**config.mk**
```make
export PLATFORM = sky130hd
export DESIGN_NAME = axis_corr_arbiter
export DESIGN_NICKNAME = d
export VERILOG_FILES = /design/src/rtl/axis_corr_arbiter.sv
export SDC_FILE = /design/constraint.sdc
export NUM_CORES = 1
export LEC_CHECK = 0
export ABC_CLOCK_PERIOD_IN_PS = 3500
export CORE_ASPECT_RATIO = 1.2
export CORE_MARGIN = 5
export CORE_UTILIZATION = 39
export CTS_BUF_LIST = sky130_fd_sc_hd__clkbuf_8
export CTS_CLUSTER_SIZE = 24
export DETAILED_ROUTE_END_ITERATION = 8
export GPL_TIMING_DRIVEN = 0
export HOLD_SLACK_MARGIN = 0.03
export PLACE_DENSITY = 0.94
export SYNTH_ARGS = -nofsm -noshare
export SYNTH_HDL_FRONTEND = slang
export SYNTH_SLANG_ARGS = --single-unit
```
**constraint.sdc**
```tcl
create_clock -name clk -period 3.5 [get_ports clk]
set_clock_uncertainty 0.2 [all_clocks]
set_input_delay 0.7 -clock clk [delete_from_list [all_inputs] [get_ports clk]]
set_output_delay 0.7 -clock clk [all_outputs]
set_load 0.02 [all_outputs]
```
**src/rtl/axis_corr_arbiter.sv**
```systemverilog
// Burst arbiter: NUM_SRCS AXI-stream sources share one correlator input, BURST_LEN beats per grant.
// Define AXIS_CORR_ARB_FIXED_PRIO_EN for fixed priority (lowest index wins); default is round-robin.
module axis_corr_arbiter #(
    parameter int NUM_SRCS   = 4,
    parameter int DATA_WIDTH = 48,
    parameter int BURST_LEN  = 16
) (
    input  logic                               clk,
    input  logic                               rst,
    input  logic [NUM_SRCS-1:0]                s_axis_tvalid,
    output logic [NUM_SRCS-1:0]                s_axis_tready,
    input  logic [NUM_SRCS*DATA_WIDTH-1:0]     s_axis_tdata,
    output logic                               m_axis_tvalid,
    input  logic                               m_axis_tready,
    output logic [DATA_WIDTH-1:0]              m_axis_tdata,
    output logic [$clog2(NUM_SRCS)-1:0]        m_axis_tdest,
    output logic                               m_axis_tlast
);
    localparam int IDX_W = $clog2(NUM_SRCS);
    localparam int CNT_W = (BURST_LEN > 1) ? $clog2(BURST_LEN) : 1;

    localparam logic [0:0] ST_IDLE  = 1'b0;
    localparam logic [0:0] ST_BURST = 1'b1;

    logic [0:0]            state_reg;
    logic [IDX_W-1:0]      grant_reg;
    logic [IDX_W-1:0]      ptr_reg;
    logic [IDX_W-1:0]      grant_next;
    logic [IDX_W-1:0]      ptr_next;
    logic [CNT_W-1:0]      cnt_reg;
    logic                  m_valid_reg;
    logic [DATA_WIDTH-1:0] m_data_reg;
    logic [IDX_W-1:0]      m_dest_reg;
    logic                  m_last_reg;

    logic [DATA_WIDTH-1:0] src_data [NUM_SRCS];
    logic [NUM_SRCS-1:0]   s_ready;
    logic                  out_free;
    logic                  accept;
    logic                  any_valid;
    logic                  last_beat;

    assign out_free  = ~m_valid_reg | m_axis_tready;
    assign any_valid = |s_axis_tvalid;
    assign accept    = |(s_ready & s_axis_tvalid);
    assign last_beat = (cnt_reg == CNT_W'(BURST_LEN - 1));

    genvar gi;
    generate
        for (gi = 0; gi < NUM_SRCS; gi++) begin : g_src
            assign src_data[gi] = s_axis_tdata[gi*DATA_WIDTH +: DATA_WIDTH];
            // Ready is also masked by rst so nothing is handed over while reset is held.
            assign s_ready[gi]  = ~rst & (state_reg == ST_BURST) &
                                  (grant_reg == IDX_W'(gi)) & out_free;
        end
    endgenerate

    assign s_axis_tready = s_ready;

    // First asserted source searching upward from ptr, wrapping; fixed priority keeps ptr at 0.
    always_comb begin
        logic             found;
        logic [IDX_W-1:0] cand;
        grant_next = grant_reg;
        found      = 1'b0;
        cand       = '0;
        for (int i = 0; i < NUM_SRCS; i++) begin
            cand = ptr_reg + IDX_W'(i);
            if (!found && s_axis_tvalid[cand]) begin
                grant_next = cand;
                found      = 1'b1;
            end
        end
    end

`ifdef AXIS_CORR_ARB_FIXED_PRIO_EN
    assign ptr_next = '0;
`else
    assign ptr_next = grant_reg + IDX_W'(1);
`endif

    always_ff @(posedge clk) begin
        if (rst) begin
            state_reg   <= ST_IDLE;
            grant_reg   <= '0;
            ptr_reg     <= '0;
            cnt_reg     <= '0;
            m_valid_reg <= 1'b0;
            m_data_reg  <= '0;
            m_dest_reg  <= '0;
            m_last_reg  <= 1'b0;
        end else begin
            case (state_reg)
                ST_IDLE: begin
                    if (any_valid) begin
                        grant_reg <= grant_next;
                        state_reg <= ST_BURST;
                    end
                end
                default: begin
                    if (accept) begin
                        if (last_beat) begin
                            state_reg <= ST_IDLE;
                            cnt_reg   <= '0;
                            ptr_reg   <= ptr_next;
                        end else begin
                            cnt_reg <= cnt_reg + CNT_W'(1);
                        end
                    end
                end
            endcase

            if (accept) begin
                m_valid_reg <= 1'b1;
                m_data_reg  <= src_data[grant_reg];
                m_dest_reg  <= grant_reg;
                m_last_reg  <= last_beat;
            end else if (m_axis_tready) begin
                m_valid_reg <= 1'b0;
            end
        end
    end

    assign m_axis_tvalid = m_valid_reg;
    assign m_axis_tdata  = m_data_reg;
    assign m_axis_tdest  = m_dest_reg;
    assign m_axis_tlast  = m_last_reg;
endmodule

```
## Word level (Yosys, flattened, before mapping)

Cells that the tools add are included.

| storage, ports and cells | value |
|---|---|
| word-level logic and storage cells | 76 |
| register bits after elaboration | 61 |

| operators by class | value |
|---|---|
| eq/ne operators | 4 |
| add/sub/neg operators | 5 |
| magnitude comparators | 5 |
| reduce and logical (&&, ||, !) cells | 14 |
| bitwise operators | 15 |
| muxes and demuxes | 25 |

Operator list:

| cell | count |
|---|---|
| 48-bit binary-select mux with 2-bit select | 1 |
| 48-bit 2-to-1 mux | 2 |
| 1-bit 2-to-1 mux | 13 |
| 2-bit by 3-bit less-than comparator with 1-bit output, second input constant | 4 |
| 1-bit AND | 9 |
| 1-bit binary-select mux with 2-bit select | 4 |
| 2-bit 2-to-1 mux | 4 |
| 4-bit OR reduction | 2 |
| 3-bit AND reduction | 2 |
| 2-bit by 1-bit adder with 2-bit output, second input constant | 2 |
| 2-bit adder, second input constant | 2 |
| 4-bit by 1-bit adder with 4-bit output, second input constant | 1 |
| 4-bit AND | 1 |
| 2-bit equality test, second input constant | 2 |
| 4-bit equality test, second input constant | 1 |
| 4-bit 2-to-1 mux | 1 |
| 4-bit nonzero test | 1 |
| 3-bit greater-or-equal comparator, second input constant | 1 |
| 1-bit logical AND | 3 |
| 1-bit zero test | 3 |
| 1-bit NOT | 3 |
| 2-bit NOT with 3-bit output | 1 |
| 2-bit by 1-bit equality test with 1-bit output, second input constant | 1 |
| 2-bit zero test | 1 |
| other kinds (3) | 3 |

## Depth between registers and ports, before layout

Gate-level depths: netlist (run 1).

| logic depth | value |
|---|---|
| depth after elaboration | 13 |
| depth in mapped cells | 10 |

## Worst setup path before layout (run 1)

Ideal clock, no wire load.

| path | value |
|---|---|
| kind | in2out |
| start | input port rst |
| end | output port s_axis_tready[0] |
| arrival time | 1.299 ns |
| path buffers | 1 |
| slack | 1.301 ns |
| stages | 3 |
| cell sequence | buf_2 > nor2b_2 > and3_1 |

| between the ends | value |
|---|---|
| cells in the longest elaborated chain, start to end | 4 |

RTL lines:

| item | RTL line | source |
|---|---|---|
| start: declaration | 9 | `input logic rst,` |
| 1-bit NOT | 53 | `assign s_ready[gi] = ~rst & (state_reg == ST_BURST) &` |
| 1-bit AND (2 in series) | 53 |  |
| 1-bit AND | 54 | `(grant_reg == IDX_W'(gi)) & out_free;` |
| end: declaration | 11 | `output logic [NUM_SRCS-1:0] s_axis_tready,` |

Every way passes these cells.

## Worst setup path after layout (run 1)

| path | value |
|---|---|
| start | input port m_axis_tready |
| end | output port s_axis_tready[3] |

| between the ends | value |
|---|---|
| cells in the longest elaborated chain, start to end | 2 |

RTL lines:

| item | RTL line | source |
|---|---|---|
| start: declaration | 14 | `input logic m_axis_tready,` |
| 1-bit OR | 43 | `assign out_free = ~m_valid_reg \| m_axis_tready;` |
| 1-bit AND | 54 |  |

Every way passes these cells.

==> results of run 1 <==
kinds of logic after synthesis:
logic type / after synthesis / share of synthesized area (%)
compound gates: 68 / 10.6
fa+ha+maj: 5 / 1.77
buf+inv: 34 / 6.25
flops: 61 / 34.5
mux: 49 / 30.8
simple gates: 136 / 16.1
routing by layer:
metal | GRT usage [%] | vias to the layer above | wire length [microns]
met5 | 0 | - | 0
li1 | - | 1804 | -
met2 | 44.6 | 251 | 7140
met1 | 24.7 | 1874 | 4830
met4 | 15.4 | 0 | 732
met3 | 8.10 | 55 | 1270
worst paths after layout:
path | start | to | slack (ns) | cells after the start
setup / recovery | m_axis_tready | s_axis_tready[3] | 0.36 | 4
hold / removal | m_axis_tdata[25]$_SDFFE_PP0N_ | m_axis_tdata[25]$_SDFFE_PP0N_ | 0.26 | 2
setup reg to reg | grant_reg[1]$_SDFFE_PP0P_ | m_axis_tdata[47]$_SDFFE_PP0N_ | 0.96 | 10
hold reg to reg | m_axis_tdata[25]$_SDFFE_PP0N_ | m_axis_tdata[25]$_SDFFE_PP0N_ | 0.26 | 2
layout make-up:
cell class                 count  area share [%]
sequential                    61            19.1
clock buffer                  11            2.37
timing repair buffer         253            39.6
tap                          120            2.35
buffer                        31            3.29
inverter                       3           0.176
multi-input combinational    258            32.8
clock inverter                 3           0.215
power groups by stage:
stage / Combinational [mW] / Sequential (mW) / Clock (mW)
floorplan: 0.209 / 0.783 / 0
global placement: 0.550 / 0.753 / 0
detailed placement: 0.566 / 0.754 / 0
CTS: 0.568 / 0.739 / 0.546
global route: 0.601 / 0.742 / 0.575
finish: 0.564 / 0.739 / 0.536
cell usage in the layout, fill, tap and decap left out:
master	count
o221ai_1	1
ha_1	5
buf_2	6
or4_1	1
dfxtp_1	61
o211ai_2	1
and3_1	5
a21oi_1	56
clkdlybuf4s50_1	253
buf_4	9
a41oi_1	1
or3_1	1
nor2_1	3
clkinv_2	2
nor3_1	4
o211a_1	1
a211oi_1	1
nor2b_1	4
o21ai_0	4
clkbuf_1	9
nor2b_2	1
a311oi_1	1
nand2_1	108
buf_6	7
nand3_1	2
a22o_1	2
nor4_1	1
inv_1	4
and2_1	1
clkbuf_8	11
nand2b_1	4
mux2i_1	1
nor3b_1	1
mux4_2	48
through the flow:
stage / instances / power, mW / utilization [%] / setup WS (ns)
5_1_grt: 740 / 1.92 / 71.5 / 0.270
3_3_place_gp: 726 / 1.30 / 69.6 / 0.453
3_5_place_dp: 726 / 1.32 / 69.6 / 0.368
4_1_cts: 740 / 1.85 / 71.5 / 0.342
2_1_floorplan: 353 / 0.991 / - / 1.30
6_report: 740 / 1.84 / 71.5 / 0.364
worst reg2reg max path: cells and delay by family (launching register included):
family / cells / cell delay, ns
buffers and inverters: 5 / 0.97
and+or+nand+nor: 1 / 0.09
AOI/OAI and AO/OA: 3 / 0.59
adders and majority gates: 1 / 0.21
DFF: 1 / 0.35
==> flow_metrics.tcl, run 1 <==
set metrics [dict create \
    holdWs_ns 0.255 \
    area_delta_synth_final_pct 80.4 \
    yosysTopAreaCellShare_pct 34.5 \
    yosysTopAreaCell "dfxtp_1" \
    async_flop_share_pct 0 \
    drc 0 \
    synth_edf_count 0 \
    grtUsageTotal_pct 24.8 \
    synth_seq_cells 61 \
    ioPinCount 255 \
    numCtsBuffers 9 \
    synth_most_common_cell "nand2_1" \
    crit_path_max_fanout 7 \
    path_cells "clkdlybuf4s50_1, nand2b_1, and3_1, clkdlybuf4s50_1" \
    critPathMaxStageDelay_ns 0.61 \
    h-tree-depth 3 \
    largest_register_ffs 48 \
    syn_avg_cell_area_sq_um 10.0 \
    max_freq_mhz 319 \
    die-area_sq_um 11100 \
    post_cts_resized 0 \
    maxCapViolCount 0 \
    cts_tree "yes" \
    drv_slew 0 \
    row_count 38 \
    core-area_sq_um 8940 \
    crit_type "primary input to output port" \
    grt_pass1_vias 4359 \
    post_cts_buffers 0 \
    start_util_pct 39.6 \
    postLayoutCellArea_sq_um 6390 \
    synth_area_leaders "dfxtp_1, mux4_2, nand2_1" \
    rsz0062_at_grt "no" \
    p_leak_nw 2.23 \
    switching_share_pct 25.6 \
    gp_congestion 0.921 \
    wl_microns 14000 \
    cp.required_ns 2.60 \
    ys_types 31 \
    synth_nets 557 \
    multi_input_area_sq_um 2100 \
    cp_common_cell "clkdlybuf4s50_1" \
    clk_pin_slew_ns 0.06 \
    root_buffer "clkbuf_8" \
    finalHoldViolCount 0 \
    nFillCells 646 \
    comb_power_share_pct 30.7 \
    clkSinkCount 61 \
    synth_common_cells "nand2_1, dfxtp_1, a21oi_1" \
    crit_buf_inv 2 \
    p_clk_share_pct 29.1 \
    syn_area_sq_um 3540 \
    setup_viol 0 \
    peakVddDrop_v 0.000166 \
    worstMarginPinSlew_ns 0.623 \
    grt_first_pass_wirelength_microns 21500 \
    synthCells 353 \
    cts_buffer_depth 2 \
    overflow 0 \
    first_pass_iters 4 \
    crit_arrival_ns 2.24 \
    switchingPower_uw 470 \
    cp_top_family "buffers and inverters" \
    drive_above_1_share_pct 13.7 \
    final_nets 821 \
    hold_path_class "flop to flop" \
    routedWlPerCell_microns 18.9 \
    status "complete, no violations" \
    seqPwrFrac_pct 40.2 \
    diodes 0 \
    grt_max_degree 11 \
    cts_hold_buf 0 \
    clock_latency_ns 0.34 \
    vias_per_cell 5.38 \
    dp_hpwl_microns 11800 \
    slew_headroom_pct 58.5 \
    ys.flop_type "dfxtp_1" \
    fin_crit_sh_pct 89.6 \
    drtIter0Drc 220 \
    die_w_microns 97.0 \
    tns_ns 0 \
    vias 3984 \
    register_area_sq_um 1220 \
    endpoint_kind "output port" \
    die_y_microns 114 \
    worst_path_max_delay_cell "clkdlybuf4s50_1" \
    p_int_mw 1.37 \
    yosysWarnings 0 \
    place_area_sq_um 6220 \
    post-route-min-period_ns 3.14 \
    ys_seq_area_share_pct 34.5 \
    antenna_found_initial 0 \
    portBuffers 253 \
    cellPowerDensity_nw_per_um2 288 \
    ant_nets 0 \
    startpoint_type "primary input" \
]
Note: power is estimated with default switching activity, not from simulation.
==> inputs of run 2 (changes only) <==
Settings changed: ABC_CLOCK_PERIOD_IN_PS 3500 to 3700.
Clock period 3.5 ns to 3.7 ns, I/O delays scaled along.
==> results of run 2 <==
Same layout as run 1 (identical final DEF). Status: complete, no violations.
Among the figures that moved: setup slack after placement 0.368 ns -> 0.488 ns; setup slack after layout 0.364 ns -> 0.484 ns; register-to-register setup slack 0.96 ns -> 1.16 ns; total power 1.84 mW -> 1.74 mW; worst IR drop on VDD 0.000166 V -> 0.000157 V
==> inputs of run 3 (changes only) <==
==> constraint.sdc (replaced) <==
create_clock -name clk -period 3.7 [get_ports clk]
set_clock_uncertainty 0.2 [all_clocks]
set_input_delay 1.11 -clock clk [delete_from_list [all_inputs] [get_ports clk]]
set_output_delay 1.11 -clock clk [all_outputs]
set_load 0.02 [all_outputs]
==> run 3 against run 2 <==
  * Flip-flop and latch count unchanged
  * Fmax down 10%
  * Final cell count unchanged
  * Non-clock buffer count is the same
  * Sequential power about the same
  * Clock power barely moved
  * Via count increased by 0.20%
  * Critical endpoint unchanged
==> flow_metrics.tcl, run 3 (synthesis gave the netlist of run 1 again) <==
set metrics [dict create \
    gp_congestion 0.921 \
    grt_max_degree 11 \
    critPathMaxStageDelay_ns 0.45 \
    drv_slew 0 \
    holdWs_ns 0.255 \
    routedWlPerCell_microns 18.9 \
    final_common_cell "clkdlybuf4s50_1" \
    vias_per_cell 5.39 \
    max_freq_mhz 279 \
    startpoint_type "primary input" \
    peakVddDrop_v 0.000157 \
    ant_nets 0 \
    root_buffer "clkbuf_8" \
    fin_crit_sh_pct 96.8 \
    grt_first_pass_wirelength_microns 21500 \
    p_leak_nw 2.25 \
    grtUsageTotal_pct 24.8 \
    crit_arrival_ns 2.27 \
    clock_latency_ns 0.34 \
    diodes 0 \
    cp.required_ns 2.39 \
    setup_viol 0 \
    hold_path_class "flop to flop" \
    worstHoldPathCells 2 \
    die_y_microns 114 \
    drtIter0Drc 191 \
    die_w_microns 97.0 \
    worst_path_max_delay_cell "clkdlybuf4s50_1" \
    grt_pass1_vias 4359 \
    crit_type "primary input to output port" \
    overflow 0 \
    vias 3992 \
    row_count 38 \
    status "complete, no violations" \
    drc 0 \
    cts_tree "yes" \
    ioPinCount 255 \
    rsz0062_at_grt "no" \
    largest_register_ffs 48 \
    die-area_sq_um 11100 \
    crit_path_max_fanout 7 \
    drive_above_1_share_pct 13.9 \
    first_pass_iters 5 \
    core-area_sq_um 8940 \
    h-tree-depth 3 \
    clkSinkCount 61 \
    wl_microns 14000 \
    portBuffers 253 \
    start_util_pct 39.6 \
    dp_hpwl_microns 11800 \
    cellPowerDensity_nw_per_um2 272 \
    post-route-min-period_ns 3.58 \
    numCtsBuffers 9 \
    p_total_mw 1.74 \
    area_delta_synth_final_pct 80.4 \
    tns_ns 0 \
    antenna_found_initial 0 \
    endpoint_kind "output port" \
    cts_buffer_depth 2 \
    clk_pin_slew_ns 0.06 \
    final_nets 821 \
    path_cells "clkdlybuf4s50_1, nand2b_2, and3_1, dlygate4sd2_1" \
    ff2ff_path_depth 10 \
    worstMarginPinSlew_ns 0.615 \
    layout_common_cells "clkdlybuf4s50_1, nand2_1, dfxtp_1" \
    maxCapViolCount 0 \
    slew_headroom_pct 59.0 \
    finalHoldViolCount 0 \
]
==> run 3: cell types whose count changed in the layout (fill, tap and decap cells not counted) <==
| cell | delta |
|---|---|
| dlygate4sd2_1 | +4 |
| nand2b_1 | -1 |
| nand2b_2 | +1 |
| clkdlybuf4s50_1 | -4 |
==> run 3: worst max-delay path: cells and delay by family <==
kind | cells | cell delay, ns
simple gates | 2 | 0.37
buf+inv | 2 | 0.78
==> run 3: final timing paths <==
path	start	end	slack, ns
worst max-delay path	m_axis_tready	s_axis_tready[3]	0.12
worst min-delay path	m_axis_tdata[25]$_SDFFE_PP0N_	m_axis_tdata[25]$_SDFFE_PP0N_	0.26
worst max register to register	grant_reg[1]$_SDFFE_PP0P_	m_axis_tdata[47]$_SDFFE_PP0N_	1.16
worst min register to register	m_axis_tdata[25]$_SDFFE_PP0N_	m_axis_tdata[25]$_SDFFE_PP0N_	0.26
==> run 3: where the power goes <==
part | total [mW] | leakage, nW | internal [mW] | switching (mW)
clock network | 0.505 | 0.0922 | 0.267 | 0.238
logic | 0.533 | 1.67 | 0.343 | 0.190
registers | 0.699 | 0.495 | 0.684 | 0.0154
==> run 3: timing repair <==
item	CTS	global route
hold buffers	0	0
hold endpoints to repair	0	0
gates resized for setup	5	0
setup endpoints to repair	4	0
setup buffers	0	0
==> run 3: per-stage QoR <==
| stage | util [%] | cells | instance area [sq um] | worst slack (ns) |
|---|---|---|---|---|
| 6_report | 71.4 | 740 | 6390 | 0.119 |
| 5_1_grt | 71.4 | 740 | 6390 | 0.0580 |
| 4_1_cts | 71.4 | 740 | 6390 | 0.111 |
| 3_5_place_dp | 69.6 | 726 | 6220 | -0.252 |
| 3_3_place_gp | 69.6 | 726 | 6220 | -0.167 |
| 2_1_floorplan | - | 353 | 3540 | 0.681 |
==> run 3: metal layers <==
layer  GRT usage (%)  up-vias  share of wire (%)
met1            24.7     1875                 35
li1                -     1808                  -
met2            44.6      256                 51
met5               0        -                  0
met4            15.4        0                5.3
met3            8.04       53                9.0
==> run 3: area by class of cell <==
type                    count  area [sq um]
plain buffers              31           210
clock buffers              11           151
clock inverters             3          13.8
fillers                   648          2550
inverters                   3          11.3
multi-input cells         258          2100
flip-flops and latches     61          1220
well taps                 120           150
repair buffers            253          2530
